**config.mk**
```make
export PLATFORM = sky130hd
export DESIGN_NAME = vita_tx_sequencer
export DESIGN_NICKNAME = d
export VERILOG_FILES = /design/src/rtl/vita_tx_sequencer.sv
export SDC_FILE = /design/constraint.sdc
export NUM_CORES = 1
export LEC_CHECK = 0
export CAP_MARGIN = 20
export CORE_AREA = 2 2 154 156
export CTS_CLUSTER_SIZE = 24
export DETAILED_ROUTE_END_ITERATION = 6
export DIE_AREA = 0 0 156 158
export GPL_TIMING_DRIVEN = 1
export PLACE_DENSITY_LB_ADDON = 0.05
export SLEW_MARGIN = 20
export SYNTH_ARGS = -nofsm -noshare
export SYNTH_HDL_FRONTEND = slang
export SYNTH_SLANG_ARGS = --single-unit
```
**constraint.sdc**
```tcl
create_clock -name dac_clk -period 2.6 [get_ports dac_clk]
set_input_delay 0.52 -clock dac_clk [delete_from_list [all_inputs] [get_ports dac_clk]]
set_output_delay 0.52 -clock dac_clk [all_outputs]
set_load 0.02 [all_outputs]
```
**src/rtl/vita_tx_sequencer.sv**
```systemverilog
// vita_tx_sequencer: gates timed TX bursts from the sample FIFO into the DSP chain and reports EOB/late/underrun/seqerr events
//   dac_clk, reset, clear             : clock, sync active-high reset, soft clear (keeps policy)
//   set_stb, set_addr, set_data       : settings bus; at BASE bit0=policy_next_burst, bit1=err_halt
//   vita_time                         : current VITA time
//   sample_fifo_i, src_rdy_i, dst_rdy_o : FIFO line and handshake
//   strobe, sample_o, run             : DSP sample request, sample vector, burst active
//   err_stb, err_code, err_seqnum, err_time : event strobe and its registered details
//   debug                             : {state, run, strobe, src_rdy_i, dst_rdy_o, err_stb, 24'd0}
module vita_tx_sequencer #(
  parameter int BASE = 0,
  parameter int MAXCHAN = 1
) (
  input  logic                       dac_clk,
  input  logic                       reset,
  input  logic                       clear,
  input  logic                       set_stb,
  input  logic [7:0]                 set_addr,
  input  logic [31:0]                set_data,
  input  logic [63:0]                vita_time,
  input  logic [85+32*MAXCHAN-1:0]   sample_fifo_i,
  input  logic                       src_rdy_i,
  output logic                       dst_rdy_o,
  input  logic                       strobe,
  output logic [32*MAXCHAN-1:0]      sample_o,
  output logic                       run,
  output logic                       err_stb,
  output logic [31:0]                err_code,
  output logic [3:0]                 err_seqnum,
  output logic [63:0]                err_time,
  output logic [31:0]                debug
);
  localparam int FW = 85 + 32 * MAXCHAN;
  typedef enum logic [2:0] {IDLE, RUN, REPORT, DUMP, HALT} state_t;
  state_t state, state_next;
  logic policy_next_burst, err_halt;
  logic [31:0] code_next;
  logic [3:0] last_seq;
  logic consume, late, now, unused_bits;
  logic seqerr, send_at, eob, eop;
  logic [3:0] seq;
  logic [63:0] line_time;
  logic [32*MAXCHAN-1:0] samples;
  assign samples = sample_fifo_i[FW-1:85];
  assign seqerr = sample_fifo_i[84];
  assign send_at = sample_fifo_i[83];
  assign eob = sample_fifo_i[81];
  assign eop = sample_fifo_i[80];
  assign seq = sample_fifo_i[67:64];
  assign line_time = sample_fifo_i[63:0];
  assign unused_bits = &{1'b0, sample_fifo_i[82], sample_fifo_i[79:68], set_data[31:2]};
  assign late = send_at & (vita_time > line_time);
  assign now = ~send_at | (vita_time == line_time);
  assign consume = src_rdy_i & dst_rdy_o;
  assign run = state == RUN;
  assign err_stb = state == REPORT;
  assign debug = {state, run, strobe, src_rdy_i, dst_rdy_o, err_stb, 24'd0};
  always_comb begin
    state_next = state;
    code_next = 32'd0;
    dst_rdy_o = 1'b0;
    case (state)
      IDLE: begin
        code_next = !src_rdy_i ? 32'd0 : seqerr ? 32'd4 : late ? 32'd8 : 32'd0;
        state_next = code_next != 32'd0 ? REPORT : (src_rdy_i && now) ? RUN : IDLE;
      end
      RUN: begin
        dst_rdy_o = strobe & ~seqerr;
        code_next = !strobe ? 32'd0 : !src_rdy_i ? 32'd2 : seqerr ? 32'd4 : (eop && eob) ? 32'd1 : 32'd0;
        state_next = code_next != 32'd0 ? REPORT : RUN;
      end
      REPORT: state_next = err_code == 32'd1 ? IDLE : err_halt ? HALT : DUMP;
      DUMP: begin
        dst_rdy_o = 1'b1;
        state_next = (src_rdy_i && eop && (eob || !policy_next_burst)) ? IDLE : DUMP;
      end
      HALT: state_next = err_halt ? HALT : DUMP;
      default: state_next = IDLE;
    endcase
  end
  always_ff @(posedge dac_clk)
    if (reset) {err_halt, policy_next_burst} <= 2'b00;
    else if (set_stb && set_addr == 8'(BASE)) {err_halt, policy_next_burst} <= set_data[1:0];
  // The final eob sample is still delivered on its strobe; sample_o zeroes on the following edge.
  always_ff @(posedge dac_clk)
    if (reset || clear) begin
      state <= IDLE;
      sample_o <= '0;
      err_code <= '0;
      err_seqnum <= '0;
      err_time <= '0;
      last_seq <= '0;
    end else begin
      state <= state_next;
      sample_o <= (state == RUN && consume) ? samples : (state == RUN && state_next == RUN) ? sample_o : '0;
      if (consume) last_seq <= seq;
      if (state_next == REPORT) begin
        err_code <= code_next;
        err_seqnum <= code_next == 32'd2 ? last_seq : seq;
        err_time <= vita_time;
      end
    end
endmodule
```
[Word level (Yosys, flattened, before mapping)]
Index checks and enable logic that the tools add are counted.
Storage, ports and cells
  bits in registers: 141
  logic and storage cells: 58
Operators by class
  magnitude comparators: 1
  equality and inequality tests: 10
  mux-type cells: 19
  bitwise gates (word level): 6
  reductions and logical operators: 14
Operator list (count)
  64-bit equality test: 1
  64-bit greater-than comparator: 1
  32-bit two-way mux: 2
  32-bit nonzero test: 2
  32-bit by 1-bit equality test with 1-bit output, second input constant: 1
  32-bit by 2-bit equality test with 1-bit output, second input constant: 1
  4-bit two-way mux: 4
  3-bit two-way mux: 5
  3-bit one-hot mux with 5 select lines: 1
  3-bit by 2-bit equality test with 1-bit output, second input constant: 3
  8-bit zero test: 1
  4-bit one-hot mux with 2 select lines: 1
  1-bit logical AND: 7
  3-bit by 1-bit equality test with 1-bit output, second input constant: 2
  2-bit two-way mux: 3
  1-bit AND: 3
  3-bit equality test, second input constant: 1
  3-bit zero test: 1
  1-bit logical OR: 2
  1-bit two-way mux: 2
  2-bit inequality test, second input constant: 1
  1-bit inverter: 2
  1-bit one-hot mux with 2 select lines: 1
  1-bit zero test: 1
  1-bit bitwise OR: 1

[Logic depth before layout (Yosys ltp)]
Gate-level depths: netlist of the first run.
  depth after elaboration: 12
  gate-level depth with buffers: 13

[Worst setup path after synthesis of the first run]
No wires, ideal clock.
  kind: input -> register
  start: input port sample_fifo_i[51]
  end: register err_time[47]
  arrival: 2495 ps
  setup slack: -27 ps
  stages on the path: 12
  cells stage by stage: inv_1 > ha_1 > nand4_1 > nor4_4 > nand4_1 > a31o_1 > a211o_1 > buf_2 > buf_6 > buf_2 > nand3_1 > a21oi_1
Between the ends
  longest elaborated chain between the ends: 9
  elaborated cells on any way between the ends: 13
  classes of those cells: order compare: 1; eq/ne: 2; mux: 6; bitwise: 2; reduce/logical: 2
RTL lines
  start, declared: line 20  | input logic [85+32*MAXCHAN-1:0] sample_fifo_i,
  64-bit greater-than comparator: line 51  | assign late = send_at & (vita_time > line_time);
  1-bit AND: line 51
  4-bit two-way mux (3 in a row): line 63  | code_next = !src_rdy_i ? 32'd0 : seqerr ? 32'd4 : late ? 32'd8 : 32'd0;
  32-bit nonzero test: line 64  | state_next = code_next != 32'd0 ? REPORT : (src_rdy_i && now) ? RUN : IDLE;
  2-bit two-way mux (*): line 64
  3-bit one-hot mux with 5 select lines (*): line 61  | case (state)
  3-bit by 2-bit equality test with 1-bit output (*): line 96  | if (state_next == REPORT) begin
  end signal, assigned: line 99  | err_time <= vita_time;
  end, declared: line 29  | output logic [63:0] err_time,
Mark *: on every way between the ends. The rest lies on a longest branch, timed or not.
A chain may end at the register's enable or synchronous reset.

[Final worst setup path of the first run]
  start: input port sample_fifo_i[31]
  end: register err_time[45]
Same word-level chain as after synthesis.

==> results of run 1 <==
[cells in the final DEF (no fill, tap or decap), types with 10 or more instances in the layout]
master,netlist,layout
a21oi_2,0,12
nand4_1,11,11
clkdlybuf4s15_1,0,17
buf_2,6,16
a22oi_1,32,31
dlygate4sd2_1,0,30
clkbuf_16,0,26
nor2_1,52,48
conb_1,1,52
mux2i_1,11,11
inv_2,0,45
ha_1,64,12
o21ai_1,4,35
buf_4,57,82
nand3_1,76,50
inv_1,70,24
a21oi_1,91,79
nand3_2,0,26
buf_12,1,13
o21ai_2,5,10
ha_4,0,51
dfxtp_1,113,113
o21ai_0,61,24
nand2_1,17,13
clkdlybuf4s50_1,0,185
clkbuf_2,6,33
[report_power, final]
part / internal, mW / switching [mW] / total, mW
Sequential: 1.77 / 0.0249 / 1.79
Clock: 1.34 / 0.962 / 2.30
Combinational: 0.628 / 0.633 / 1.26
Total: 3.74 / 1.62 / 5.36
[state kept, by name, indices dropped and copies added, names as in the netlist]
register and count:
err_code 4, err_halt 1, err_seqnum 4, err_time 64
last_seq 4, policy_next_burst 1, sample_o 32, state 3
[synthesized netlist by cell type (all sizes together)]
| master | count |
|---|---|
| o41ai | 1 |
| a22oi | 32 |
| and4 | 3 |
| o22a | 1 |
| a221o | 2 |
| a311oi | 1 |
| a21boi | 1 |
| mux2i | 11 |
| nand4b | 1 |
| conb | 1 |
| o211ai | 2 |
| nand2b | 2 |
| or4 | 1 |
| a31oi | 3 |
| nor2 | 52 |
| inv | 70 |
| nand3 | 76 |
| nor4b | 2 |
| a31o | 2 |
| ha | 64 |
| a22o | 1 |
| nor3 | 15 |
| nand2 | 17 |
| or2 | 2 |
| and3 | 1 |
| nor2b | 3 |
| clkbuf | 36 |
| o21ai | 70 |
| o22ai | 2 |
| buf | 71 |
| a21oi | 91 |
| o21a | 1 |
| a21o | 7 |
| o31ai | 1 |
| a211oi | 8 |
| nand4 | 13 |
| a211o | 1 |
| dfxtp | 113 |
| nor4 | 3 |
[cell families (layout without fill, tap and decap cells)]
logic type / count (synthesis) / after routing / share of synthesized area [%]
AND/OR/NAND/NOR: 191 / 191 / 15.2
buffers and inverters: 177 / 513 / 14.5
other: 1 / 53 / 0.0585
AO/OA/AOI/OAI: 227 / 227 / 20.8
adder cells (fa/ha/maj): 64 / 64 / 12.5
flip-flops: 113 / 113 / 35.3
multiplexers: 11 / 11 / 1.72
[what timing repair did]
item,in CTS,in global routing
gates resized for setup,323,197
gates cloned,2,10
setup endpoints to repair,107,107
pin swaps,52,53
buffers inserted,16,6
[critical path: cells and delay by family]
kind | cells | cell delay (ns)
compound gates | 4 | 0.70
fa+ha+maj | 1 | 0.26
buf+inv | 4 | 0.98
simple gates | 3 | 0.46
[layer usage]
layer | vias up | GRT usage [%] | share of wire [%]
met5 | - | 0 | 0
met4 | 0 | 5.72 | 1.6
met3 | 22 | 5.58 | 7.1
met2 | 258 | 31.2 | 48
met1 | 3258 | 23.6 | 43
li1 | 3422 | - | -
[metrics by stage]
step           util (%)  cells  cell area, sq um  hold slack [ns]
6_report           51.8   1462             11900            0.392
3_3_place_gp       43.9   1402             10100            0.451
4_1_cts            50.0   1451             11500            0.446
2_1_floorplan         -    835              6640            0.463
3_5_place_dp       43.9   1402             10100            0.459
5_1_grt            51.8   1462             11900            0.392
[worst paths after layout]
kind / startpoint / to / slack (ns)
max reg2reg: state[2] / sample_o[1] / 0.45
min reg2reg: err_time[26] / err_time[26] / 0.46
max: sample_fifo_i[31] / err_time[45] / -0.003
min: vita_time[63] / err_time[63] / 0.39
[final cells by class]
type | count | area share [%]
Clock buffer | 17 | 3.56
Timing Repair Buffer | 411 | 33.1
Inverter | 70 | 2.22
Antenna cell | 1 | 0.0210
Tap cell | 290 | 3.04
Sequential cell | 113 | 18.9
Clock inverter | 15 | 1.22
Multi-Input combinational cell | 545 | 37.9
==> metrics.csv, run 1 <==
metric;value;unit
Clock transition at path regs;0.06;ns
Fillers;2186;
H-tree lvl count;4;
Layout area overhead;86.3;%
Num Clock Sinks;113;
Initial Util;27.8;%
largest net degree at the start of global routing;47;
Max Root-Sink Buffers;2;
Cells after Synth;784;
DP Wirelength;17.2;mm
Synth warnings;0;
WS Path Type;in -> reg;
Place WS;-0.991;ns
Worst VDD drop;0.000336;V
worst skew pair latency;0.42;ns
initial antenna violation count;1;
drt pass-1 iters;4;
failing checks;setup timing;
final hold violation count;0;
Yosys top cell area share;35.3;%
CP arrival;2.94;ns
Die Wd;156;microns
Setup-failing EPs final;1;
Die Span Y;158;microns
FMAX;0.384;GHz
IO Port Bufs;298;
Worst Slack Setup Final;-0.00297;ns
Max stage delay on crit path;0.50;ns
Slowest-stage cell, CP;clkdlybuf4s50_1;
Pleak;4.80;nW
TritonCTS Buffers;17;
Startpoint Class;primary input;
DRT iter0 DRCs;212;
Core Box Area;0.0231;sq mm
outcome;complete, but fails checks;
PwrDens;449;mW/mm^2
DRC violations left;0;
Tot Pwr;5.36;mW
R2R depth;8;
CP Capture Type;flop;
Hold Crit Class;in -> reg;
CTS Hold Buffers Added;0;
Vias;6960;
vias in the first global route;6767;
root buf cell;clkbuf_16;
hold-critical path depth;3;
Final ANT Viol Nets;0;
area leader, netlist;dfxtp_1;
Std-Cell Rows;56;
area occupied by multi-input gates;0.00452;sq mm
die area;0.0246;sq mm
synthesized flop and latch total;113;
first-pass GRT wire length;36.3;mm
DRT Wirelength;25.5;mm
GPL Wtd Cong;0.789;
final layout net count;1449;
GRT Overall Usage;18.8;%
CTS tree;done;
final period utilization;100;%
top cells by area, synth;dfxtp_1, ha_1, a21oi_1, buf_4, nand3_1;
Sum Neg Setup Slack;-0.00297;ns
Vias/cell;4.76;
Reg area;0.00226;sq mm
Seq/Total Area, Yosys;35.3;%
Routed wire per std cell;17.4;microns
I/O pin total;394;
RSZ-0062 raised after global routing;yes;
grt ovf;0;
crit path time final;2.60;ns
worst-path cell chain;clkdlybuf4s50_1 > inv_2 > ha_4 > and4_4 > a221o_1 > nand3_1 > and3_4 > a211oi_4 > buf_6 > clkbuf_16 > o21ai_0 > a21oi_1;
Synth cell types;54;
Max Cap Violations;0;
Post-Syn Area;0.00641;sq mm
Setup Skew;0.0111;ns
Syn Area/Cell;8.18;sq um
crit path max fanout;11;
layout cells sized above 1;33.8;%
Required @ worst endpoint;2.94;ns
Pins Over Slew Limit;0;
(Power assumes the default switching activity.)
==> inputs of run 2 (changes only) <==
Settings changed: SETUP_SLACK_MARGIN from default to 0.05.
==> run 2 against run 1 <==
Net effect: the run now ends clean; via count is essentially flat; clock-buffer cell count is 1 higher; maximum frequency rose by 1.1%; non-clock buffer count is 3 higher; utilization increased by 1.9 points; design area rose by 3.6%; register-to-register slack about the same; sequential cell count unchanged; critical path type unchanged.
==> metrics.csv, run 2 (same netlist as run 1, synthesis figures left out) <==
metric;value;unit;change
Die Span Y;158;microns;unchanged
Comb pwr share;23.0;%;was 23.5%
RSZ-0062 raised after global routing;yes;;unchanged
Vias/cell;4.74;;was 4.76
R2R depth;7;;was 8
Top reg by flops;err_time;;unchanged
Internal Power;4.03;mW;was 3.74 mW
Startpoint Class;primary input;;unchanged
hold-critical path depth;3;;unchanged
WS Path Type;in -> reg;;unchanged
non-filler cells, final;1468;;was 1462
CTS tree;done;;unchanged
vias in the first global route;6749;;was 6767
GPL Wtd Cong;0.778;;was 0.789
Std-Cell Rows;56;;unchanged
min-delay src;vita_time[36];;was vita_time[63]
Hold Crit Class;in -> reg;;unchanged
initial antenna violation count;3;;was 1
crit path launch;sample_fifo_i[37];;was sample_fifo_i[31]
layout cells sized above 1;38.3;%;was 33.8%
Pins Over Slew Limit;0;;unchanged
GRT Overall Usage;19.6;%;was 18.8%
Worst VDD drop;0.000354;V;was 0.000336 V
Fillers;2152;;was 2186
Sum Neg Setup Slack;0;ns;was -0.00297 ns
FMAX;0.389;GHz;was 0.384 GHz
Pleak;4.92;nW;was 4.80 nW
Max stage delay on crit path;0.33;ns;was 0.50 ns
Routed wire per std cell;17.6;microns;was 17.4 microns
Required @ worst endpoint;2.95;ns;was 2.94 ns
Max Root-Sink Buffers;2;;unchanged
grt ovf;0;;unchanged
final hold violation count;0;;unchanged
biggest regs;err_time (64), sample_o (32);;unchanged
CP Capture Type;flop;;unchanged
DRT Wirelength;25.8;mm;was 25.5 mm
outcome;complete, no violations;;was complete, but fails checks
Setup-failing EPs final;0;;was 1
TritonCTS Buffers;17;;unchanged
Layout area overhead;92.9;%;was 86.3%
Die Wd;156;microns;unchanged
end point of the critical path;sample_o[24];;was err_time[45]
Max Cap Violations;0;;unchanged
Switching Fraction;28.5;%;was 30.2%
Num Clock Sinks;113;;unchanged
setup slack, reg-to-reg;0.45;ns;about the same
leading cell type in the layout, fill and taps excluded;clkdlybuf4s50_1;;unchanged
placed cell count;1407;;was 1402
worst-path cell chain;buf_6 > inv_4 > ha_4 > nand4_1 > nor4_4 > buf_4 > nand4_1 > buf_4 > nor3_4 > or2_4 > and4_4 > clkbuf_16 > a22oi_2 > nor2_1;;was clkdlybuf4s50_1 > inv_2 > ha_4 > and4_4 > a221o_1 > nand3_1 > and3_4 > a211oi_4 > buf_6 > clkbuf_16 > o21ai_0 > a21oi_1
final layout net count;1452;;was 1449
Critical R2R Capture;sample_o[24];;was sample_o[1]
I/O pin total;394;;unchanged
Min Hold Slack;0.355;ns;was 0.392 ns
worst skew pair latency;0.41;ns;was 0.42 ns
Worst Tran Pin Value;0.522;ns;
Initial Util;27.8;%;unchanged
CTS Hold Buffers Added;0;;unchanged
largest net degree at the start of global routing;42;;was 47
crit path time final;2.57;ns;was 2.60 ns
PwrDens;456;mW/mm^2;was 449 mW/mm^2
P_sw;1.61;mW;was 1.62 mW
r2r startpoint;state[2];;unchanged
Finished Core Util;53.6;%;was 51.8%
Slowest-stage cell, CP;nor4_4;;was clkdlybuf4s50_1
CP arrival;2.92;ns;was 2.94 ns
drt pass-1 iters;4;;unchanged
DP Wirelength;17.6;mm;was 17.2 mm
most frequent cells in the layout;clkdlybuf4s50_1, dfxtp_1, buf_4;;unchanged
root buf cell;clkbuf_16;;unchanged
H-tree lvl count;4;;unchanged
die area;0.0246;sq mm;unchanged
Slew headroom;64.7;%;
clock share of power;45.1;%;was 43.0%
IO Port Bufs;298;;unchanged
sequential power share;31.8;%;was 33.5%
DRC violations left;0;;unchanged
crit path max fanout;8;;was 11
Vias;6963;;was 6960
DRT iter0 DRCs;260;;was 212
max reg flops;64;;unchanged
Final ANT Viol Nets;0;;unchanged
Clock transition at path regs;0.06;ns;about the same
Core Box Area;0.0231;sq mm;unchanged
final period utilization;99.0;%;was 100%
Setup Skew;0.00940;ns;was 0.0111 ns
first-pass GRT wire length;37.3;mm;was 36.3 mm
run 2: layout make-up:
class                      instances  area [sq um]  area share (%)
inverter                          70           283            2.29
sequential                       113          2260            18.3
clock buffer                      18           429            3.47
timing repair buffer             414          4030            32.5
clock inverter                    14           204            1.65
antenna                            4          10.0          0.0809
multi-input combinational        545          4790            38.7
tap                              290           363            2.93
run 2: how the worst min path moves through the flow:
stage          slack (ns)           end
2_1_floorplan        0.46   last_seq[0]
3_3_place_gp         0.45  err_time[50]
3_5_place_dp         0.45  err_time[53]
4_1_cts              0.37  err_time[39]
5_1_grt              0.35  err_time[36]
6_report             0.36  err_time[36]
run 2: metal layers:
metal | up-vias | wire [microns] | GRT usage (%)
li1 | 3438 | - | -
met1 | 3249 | 10700 | 24.7
met2 | 248 | 12600 | 32.2
met3 | 26 | 2010 | 6.27
met4 | 2 | 414 | 5.50
met5 | - | 13 | 0
run 2: per-stage QoR:
| step | power [mW] | setup slack (ns) | cell area, sq um |
|---|---|---|---|
| finish | 5.64 | 0.0265 | 12400 |
| detailed placement | 2.94 | -0.935 | 10300 |
| CTS | 5.62 | 0.0335 | 11800 |
| floorplan | 2.37 | -0.0125 | 6740 |
| global placement | 2.94 | -0.990 | 10300 |
| global route | 5.92 | -0.0489 | 12400 |
run 2: repair_timing:
action                                 4_1_cts  5_1_grt
setup buffers                               11        5
endpoints found under the hold margin        0        0
pin swaps                                   54      125
gates cloned                                 5        8
setup endpoints to repair                  109      105
resized for setup                          344      242
run 2: critical path: cells and delay by family:
family          cells  cell delay (ns)
compound gates      1             0.07
buf+inv             5             0.66
fa+ha+maj           1             0.25
simple gates        7             1.40
run 2: power groups by stage:
stage	combinational, mW	clock (mW)	sequential [mW]
2_1_floorplan	0.499	0	1.87
3_3_place_gp	1.11	0	1.83
3_5_place_dp	1.11	0	1.83
4_1_cts	1.21	2.62	1.79
5_1_grt	1.42	2.70	1.80
6_report	1.30	2.54	1.79
